File: config.mk
export PLATFORM = sky130hd
export DESIGN_NAME = muldiv_seq_unit
export DESIGN_NICKNAME = d
export VERILOG_FILES = /design/src/rtl/muldiv_seq_unit.sv
export SDC_FILE = /design/constraint.sdc
export NUM_CORES = 1
export LEC_CHECK = 0
export CORE_UTILIZATION = 35
export CTS_CLUSTER_SIZE = 10
export DETAILED_ROUTE_END_ITERATION = 7
export GPL_TIMING_DRIVEN = 0
export PLACE_DENSITY = 0.58
export SYNTH_ARGS = -nofsm -noshare
export SYNTH_HDL_FRONTEND = slang
export SYNTH_SLANG_ARGS = --single-unit
File: constraint.sdc
create_clock -name clk -period 5 [get_ports clk]
set_input_delay 1 -clock clk [delete_from_list [all_inputs] [get_ports clk]]
set_output_delay 1 -clock clk [all_outputs]
set_load 0.02 [all_outputs]
File: src/rtl/muldiv_seq_unit.sv
// Iterative RV32M/RV64M multiply/divide unit: shift-add multiply, restoring divide, 1 bit per cycle.
// Optional MULDIV_FAST_MUL_EN: single-cycle multiplier for MUL/MULH/MULHSU/MULHU.
module muldiv_seq_unit #(
  parameter int XLEN = 32
) (
  input  logic            clk,
  input  logic            reset_n,
  input  logic            start,
  input  logic [2:0]      op,
  input  logic [XLEN-1:0] data1,
  input  logic [XLEN-1:0] data2,
  input  logic            kill,
  output logic            ready,
  output logic            busy,
  output logic            valid,
  output logic [XLEN-1:0] result
);

  localparam int CW = $clog2(XLEN);
  localparam logic [CW-1:0] CNT_LAST = CW'(XLEN-1);

  localparam logic [1:0] S_IDLE = 2'd0;
  localparam logic [1:0] S_RUN  = 2'd1;
  localparam logic [1:0] S_FIX  = 2'd2;
  localparam logic [1:0] S_DONE = 2'd3;

  localparam logic [2:0] OP_MUL    = 3'b000;
  localparam logic [2:0] OP_MULH   = 3'b001;
  localparam logic [2:0] OP_MULHSU = 3'b010;
  localparam logic [2:0] OP_DIV    = 3'b100;
  localparam logic [2:0] OP_REM    = 3'b110;

  typedef struct packed {
    logic [2:0] op;
    logic       neg;
  } req_t;

  logic [1:0]        state;
  logic [CW-1:0]     cnt;
  req_t              req_q;
  logic [XLEN-1:0]   b_q;
  logic [2*XLEN-1:0] acc;

  logic              accept;
  logic              s1, s2, is_div;
  logic [XLEN-1:0]   mag1, mag2;
  logic              sc_hit;
  logic [XLEN-1:0]   sc_val;

  assign ready  = ((state == S_IDLE) || (state == S_DONE)) && !kill;
  assign busy   = (state == S_RUN) || (state == S_FIX);
  assign valid  = (state == S_DONE);
  assign accept = start && ready;
  assign is_div = op[2];

  // Operand signs, magnitudes and the short-circuit cases, all decided at accept.
  always_comb begin
    s1 = data1[XLEN-1] & ((op == OP_MULH) | (op == OP_MULHSU) | (op == OP_DIV) | (op == OP_REM));
    s2 = data2[XLEN-1] & ((op == OP_MULH) | (op == OP_DIV) | (op == OP_REM));
    mag1 = s1 ? (~data1 + 1'b1) : data1;
    mag2 = s2 ? (~data2 + 1'b1) : data2;
  end

`ifdef MULDIV_FAST_MUL_EN
  logic signed [2*XLEN-1:0] fa, fb, fprod;
  always_comb begin
    fa    = $signed({{XLEN{s1}}, data1});
    fb    = $signed({{XLEN{s2}}, data2});
    fprod = fa * fb;
  end
`endif

  always_comb begin
    sc_hit = 1'b0;
    sc_val = '0;
    if (is_div) begin
      if (data2 == '0) begin
        sc_hit = 1'b1;
        sc_val = op[1] ? data1 : '1;
      end else if (op[0] == 1'b0 && data1 == {1'b1, {(XLEN-1){1'b0}}} && data2 == '1) begin
        // Signed overflow: quotient is the dividend, remainder is zero.
        sc_hit = 1'b1;
        sc_val = op[1] ? '0 : data1;
      end
    end
`ifdef MULDIV_FAST_MUL_EN
    else begin
      sc_hit = 1'b1;
      sc_val = (op == OP_MUL) ? fprod[XLEN-1:0] : fprod[2*XLEN-1:XLEN];
    end
`endif
  end

  // One iteration step; acc holds {hi, lo} = {partial product, multiplier} or {remainder, quotient}.
  logic              run_div;
  logic [XLEN:0]     mul_sum, r_sh, diff;
  logic [2*XLEN-1:0] acc_step;

  always_comb begin
    run_div  = req_q.op[2];
    mul_sum  = {1'b0, acc[2*XLEN-1:XLEN]} + (acc[0] ? {1'b0, b_q} : '0);
    r_sh     = {acc[2*XLEN-1:XLEN], acc[XLEN-1]};
    diff     = r_sh - {1'b0, b_q};
    if (run_div)
      acc_step = diff[XLEN] ? {r_sh[XLEN-1:0], acc[XLEN-2:0], 1'b0}
                            : {diff[XLEN-1:0], acc[XLEN-2:0], 1'b1};
    else
      acc_step = {mul_sum, acc[XLEN-1:1]};
  end

  // Sign fix and half/quotient/remainder select.
  logic [2*XLEN-1:0] fix_src, fix_neg;
  logic [XLEN-1:0]   fix_val;

  always_comb begin
    if (run_div)
      fix_src = req_q.op[1] ? {{XLEN{1'b0}}, acc[2*XLEN-1:XLEN]} : {{XLEN{1'b0}}, acc[XLEN-1:0]};
    else
      fix_src = acc;
    fix_neg = req_q.neg ? (~fix_src + 1'b1) : fix_src;
    fix_val = (run_div || req_q.op == OP_MUL) ? fix_neg[XLEN-1:0] : fix_neg[2*XLEN-1:XLEN];
  end

  always_ff @(posedge clk or negedge reset_n) begin
    if (!reset_n) begin
      state  <= S_IDLE;
      cnt    <= '0;
      req_q  <= '0;
      b_q    <= '0;
      acc    <= '0;
      result <= '0;
    end else if (kill) begin
      state <= S_IDLE;
      cnt   <= '0;
    end else begin
      case (state)
        S_IDLE, S_DONE: begin
          if (accept) begin
            req_q.op  <= op;
            req_q.neg <= (is_div && op[1]) ? s1 : (s1 ^ s2);
            b_q       <= is_div ? mag2 : mag1;
            acc       <= {{XLEN{1'b0}}, is_div ? mag1 : mag2};
            cnt       <= '0;
            if (sc_hit) begin
              result <= sc_val;
              state  <= S_DONE;
            end else begin
              state  <= S_RUN;
            end
          end else begin
            state <= S_IDLE;
          end
        end
        S_RUN: begin
          acc <= acc_step;
          if (cnt == CNT_LAST) begin
            cnt   <= '0;
            state <= S_FIX;
          end else begin
            cnt <= cnt + CW'(1);
          end
        end
        S_FIX: begin
          result <= fix_val;
          state  <= S_DONE;
        end
        default: state <= S_IDLE;
      endcase
    end
  end

endmodule

# --- Yosys cells after proc, flatten, opt, wreduce, memory -nomap -nowiden ---
# Cells that the tools add are included.
totals:
  ff_bits: 139
  inputBits: 71
classes:
  bitwise: 13
  n_addsub: 6
  n_eq_ne: 14
  n_reduce_logical: 20
  n_mux: 34
op_table:
  columns: ["op", "count"]
  rows:
  - ["32-bit two-way mux", 14]
  - ["64-bit two-way mux", 5]
  - ["64-bit one-hot mux with 2 select lines", 1]
  - ["32-bit by 1-bit adder with 32-bit output (second input constant)", 2]
  - ["64-bit by 1-bit adder with 64-bit output (second input constant)", 1]
  - ["32-bit == test (second input constant)", 2]
  - ["32-bit NOT", 2]
  - ["64-bit NOT", 1]
  - ["32-bit one-hot mux with 2 select lines", 1]
  - ["32-bit by 32-bit adder with 33-bit output", 1]
  - ["33-bit by 32-bit subtractor with 33-bit output", 1]
  - ["32-bit logical NOT", 1]
  - ["5-bit two-way mux", 3]
  - ["5-bit one-hot mux with 2 select lines", 1]
  - ["2-bit two-way mux", 4]
  - ["3-bit == test (second input constant)", 2]
  - ["2-bit one-hot mux with 3 select lines", 1]
  - ["3-bit AND reduction", 2]
  - ["5-bit by 1-bit adder with 5-bit output (second input constant)", 1]
  - ["5-bit == test (second input constant)", 1]
  - ["1-bit logical AND", 5]
  - ["1-bit bitwise OR", 5]
  - ["2-bit == test (second input constant)", 2]
  - ["1-bit two-way mux", 4]
  - ["18 further kinds", 24]

# --- Logic depth before layout (Yosys ltp) ---
logic_depth:
  ltp_word: 10
  depth_mapped: 15
  mapped_depth_nobuf: 13

# --- Worst setup path after synthesis ---
# Ideal clock, no wire load.
synth_path:
  path_kind: "register to register"
  from: "register req_q[3] (netlist name)"
  to: "register result[14]"
  arrival_time_ns: 3.811
  path_slack_ns: 1.069
  stages_incl_launch_ff: 16
  synth_period_minus_slack_ns: 3.931
  path_cell_list: "dfrtp_1 buf_2 nand2_1 buf_2 clkbuf_1 buf_1 mux2i_1 ha_1 o211ai_1 nor4_4 o2111ai_1 o31a_1 a311oi_1 nor2_1 o21ai_0 nand2_1"
synth_between:
  elab_chain_len: 6
  word_cells_on_any_way: 8
synth_rtl:
  columns: ["item", "line_no", "rtl"]
  rows:
  - ["start: declaration", "40", "req_t req_q;"]
  - ["64-bit two-way mux", "116", "if (run_div)"]
  - ["64-bit NOT", "120", "fix_neg = req_q.neg ? (~fix_src + 1'b1) : fix_src;"]
  - ["64-bit by 1-bit adder with 64-bit output", "120", null]
  - ["64-bit two-way mux", "120", null]
  - ["32-bit two-way mux (*)", "121", "fix_val = (run_div || req_q.op == OP_MUL) ? fix_neg[XLEN-1:0] : fix_neg[2*XLEN-1:XLEN];"]
  - ["32-bit one-hot mux with 2 select lines (*)", "136", "case (state)"]
  - ["end signal: assignment", "145", "result <= sc_val;"]
  - ["end signal: assignment", "164", "result <= fix_val;"]
  - ["end: declaration", "16", "output logic [XLEN-1:0] result"]
# Mark *: on every way between the ends. The rest lies on a longest branch, timed or not.
# A chain may end at the register's enable or synchronous reset.

# --- Final worst setup path ---
layout_path:
  from: "register req_q[3] (netlist name)"
  to: "register acc[36]"
layout_between:
  elab_chain_len: 2
layout_rtl:
  columns: ["item", "line_no", "rtl"]
  rows:
  - ["64-bit two-way mux", "104", "if (run_div)"]
  - ["64-bit one-hot mux with 2 select lines", "136", null]
  - ["end signal: assignment", "142", "acc <= {{XLEN{1'b0}}, is_div ? mag1 : mag2};"]
  - ["end signal: assignment", "155", "acc <= acc_step;"]
  - ["end: declaration", "42", "logic [2*XLEN-1:0] acc;"]
# Every way passes these cells.

==> metrics.md <==
| Metric | Value |
|---|---|
| Port bufs | 103 |
| Largest net degree at the start of global routing | 86 |
| Worst Path Required | around 5300 ps |
| Failing checks | DRC |
| Most common cell after layout, fill and taps aside | nor2_1 |
| Flops & latches, synth | 139 |
| Kind of critical path | flip-flop to flip-flop |
| Pre-antenna DRT Iters | 8 |
| Hold Path Stages | 2 |
| Placed Area | 0.01707 mm2 |
| Number of cell rows | 76 |
| Reg-to-reg startpoint | req_q[3] |
| Post-route cell area | approximately 0.018 mm2 |
| Reg2Reg Setup Slack | 100 ps |
| Inserted Clock Buffers | 17 |
| Clock Path Buffers | 2 |
| Most frequent cells in the layout | nor2_1, nand2_1, o21ai_0 |
| Leak | 7.364 nW |
| Mean post-synth cell area | 7.486 um2 |
| Syn_nets | around 2.2k |
| Fraction of layout cells with a size suffix above 1 | 0.04956 |
| Core ar. | 0.04308 mm2 |
| CTS Sinks | 139 |
| Post-synth EDFFs | 0 |
| Max Clk Rate | 0.2042 GHz |
| Vias after detailed routing | 17.09k |
| Initial antenna violation count | 1 |
| Clock Tree Root | clkbuf_16 |
| Routed Antenna Nets | 0 |
| Total global-route track usage | 0.3261 |
| Worst Hold Class | flip-flop to flip-flop |
| Async set-reset flop share out of synthesis | 1.000 |
| FF-to-FF End | acc[36] |
| Core Util, Final | 0.4123 |
| Netlist cell types | slightly below 90 |
| Routed WL per cell | about 26 um |
| Max-cap violation count | 0 |
| Final Skew | roughly 14 ps |
| CTS tree | yes |
| Final-report hold violation count | 0 |
| Clock Latency Late Sink | between 400 and 500 ps |
| Mapped Area | 0.01526 mm2 |
| Post-Layout Cell Count | 2,766 |
| Count of final max-slew check failures | 0 |
| Via density per instance | 6.178 |
| Power per cell area | 679.2 mW/mm2 |
| Hold Path Origin | result[10] |
| Relative slew slack | 0.3103 |
| RSZ-0062 raised after global routing | no |
| Die span in x | about 210 um |
| Final worst path period share | 0.9794 |
| Total gr overflow | 0 |
| Die Footprint | 0.04445 mm2 |
| DR iter-0 viols | between 1.5k and 2k |
| Sequential fraction of the synthesis area | 0.2279 |
| CP startpoint kind | flip-flop |
| Max VDD drop | 0.0002982 V |
| Clock transition at path regs | 70 ps |
| Nets | 2,312 |
| Status | finished, violations left |
| Crit path DAT | 5180 ps |
| Vias in the first global route | ~16k |
| Dpl hpwl | 58,230 um |
| Inst Count DP | 2,729 |
| Worst Reg-to-Reg Cells | 11 |
| Worst hold path endpoint | result[10] |
| CTS H-tree lvls | 4 |
| Crit-path max FO | 10 |
| Global-route wire length before repair | 106,600 um |
| Die H | 210.8 um |
| Setup-failing EPs final | 0 |
| Endpoint type of the worst setup path | flip-flop |
| Predominant post-synthesis flop cell | dfrtp_1 |
| Gate Count Post-Synth | just over 2k |
| Final Wtd Congestion | 1.008 |
| Layout area overhead | 16.36% |
| Starting Density | 0.3543 |
| Top-level port count | around 110 |
| Total wire length | 72,720 um |
| Ys Warns | 0 |
| Fin crit period | 4897 ps |
| DRC violations left | 2 |
| Worst Tran Pin Value | roughly 1000 ps |
cell families after synthesis:
family	count (synthesis)	synth area share
adder cells (fa/ha/maj)	75	0.06246
AO/OA/AOI/OAI	695	0.2958
buffers and inverters	207	0.05271
flip-flops	139	0.2279
multiplexers	87	0.05992
XOR/XNOR	153	0.08779
AND/OR/NAND/NOR	683	0.2134
state kept, by name, indices dropped and copies added (netlist names):
name    cells
result     32
req_q       4
cnt         5
state       2
b_q        32
acc        64
Yosys cell counts (13+ instances only):
cell	n	area [um2]
nor2_1	228	855.8
nand2_1	206	773.2
o21ai_0	171	855.8
a21oi_1	162	810.8
dfrtp_1	139	3478
clkbuf_1	109	409.1
xnor2_1	99	867.1
ha_1	73	913.4
inv_1	66	247.7
xor2_1	54	473.0
mux2i_1	52	520.5
nor3_1	48	240.2
a211oi_1	46	345.3
and2_1	43	269.0
o31ai_1	36	270.3
mux2_2	35	394.1
a21o_1	33	247.7
o211ai_1	32	240.2
a31oi_1	31	193.9
nand3_1	25	125.1
o21a_1	22	165.2
buf_1	18	67.56
nor2b_1	16	100.1
o41ai_1	15	131.4
or4_1	15	112.6
nand4_1	14	87.58
o21bai_1	14	105.1
and3_1	13	81.33
nor4_1	13	81.33
worst max-delay path by stage:
stage                         from         end  depth (start not counted)
after CTS                  acc[31]     acc[42]                         13
after detailed placement  data2[0]  result[31]                         12
after global placement     reset_n     b_q[16]                          1
final                     req_q[3]     acc[36]                         11
after global routing      req_q[3]     acc[51]                         11
after floorplan           req_q[3]  result[14]                         15
per-layer routing:
metal,GRT usage,up-vias,share of wire
li1,-,7750,-
met1,0.4581,8375,0.44
met2,0.5062,820,0.44
met3,0.04208,140,0.077
met4,0.1259,2,0.039
met5,0,-,0.00018
critical path, cell delays in order (launching register included):
cell and delay, ps:
dfrtp_1 450, buf_2 270, clkbuf_1 400, buf_2 380, buf_1 440, buf_2 420, buf_1 640, buf_1 640
nor2_1 280, clkbuf_1 400, a22oi_1 250, o21ai_0 130
metrics by stage:
step / hold WS [ps] / total power, W / TNS (ps) / setup WS (ps)
global placement: 460.3 / 0.01030 / -479830 / -3284
global route: 515.7 / 0.01271 / 0 / 49.80
CTS: 483.8 / 0.01177 / 0 / 117.5
floorplan: 463.4 / 0.007353 / 0 / 1069
finish: 483.1 / 0.01206 / 0 / 103.0
detailed placement: 460.9 / 0.01033 / -26280 / -1090
where the power goes:
part / total, W / internal [W] / switching, W
Clock: 0.00138 / 0.000842 / 0.000543
Combinational: 0.00831 / 0.00295 / 0.00536
Sequential: 0.00237 / 0.00158 / 0.000791
Total: 0.0121 / 0.00537 / 0.00670
layout make-up:
cell class / count / area, um2
buffer: 138 / 553.0
antenna: 2 / 5.005
inverter: 68 / 255.2
clock inverter: 12 / 186.4
tap: 585 / 732.0
sequential: 139 / 3478
fill: 4500 / 25320
clock buffer: 20 / 436.7
timing repair buffer: 109 / 1100
multi-input combinational: 1693 / 11010
what timing repair did:
action | 4_1_cts | 5_1_grt
gates resized for setup | 5 | 6
hold buffers | 0 | 0
endpoints found under the hold margin | 0 | 0
buffers inserted | 4 | 0
pin swaps | 1 | 0
endpoints found under the setup margin | 31 | 20
Note: power is estimated with default switching activity, not from simulation.
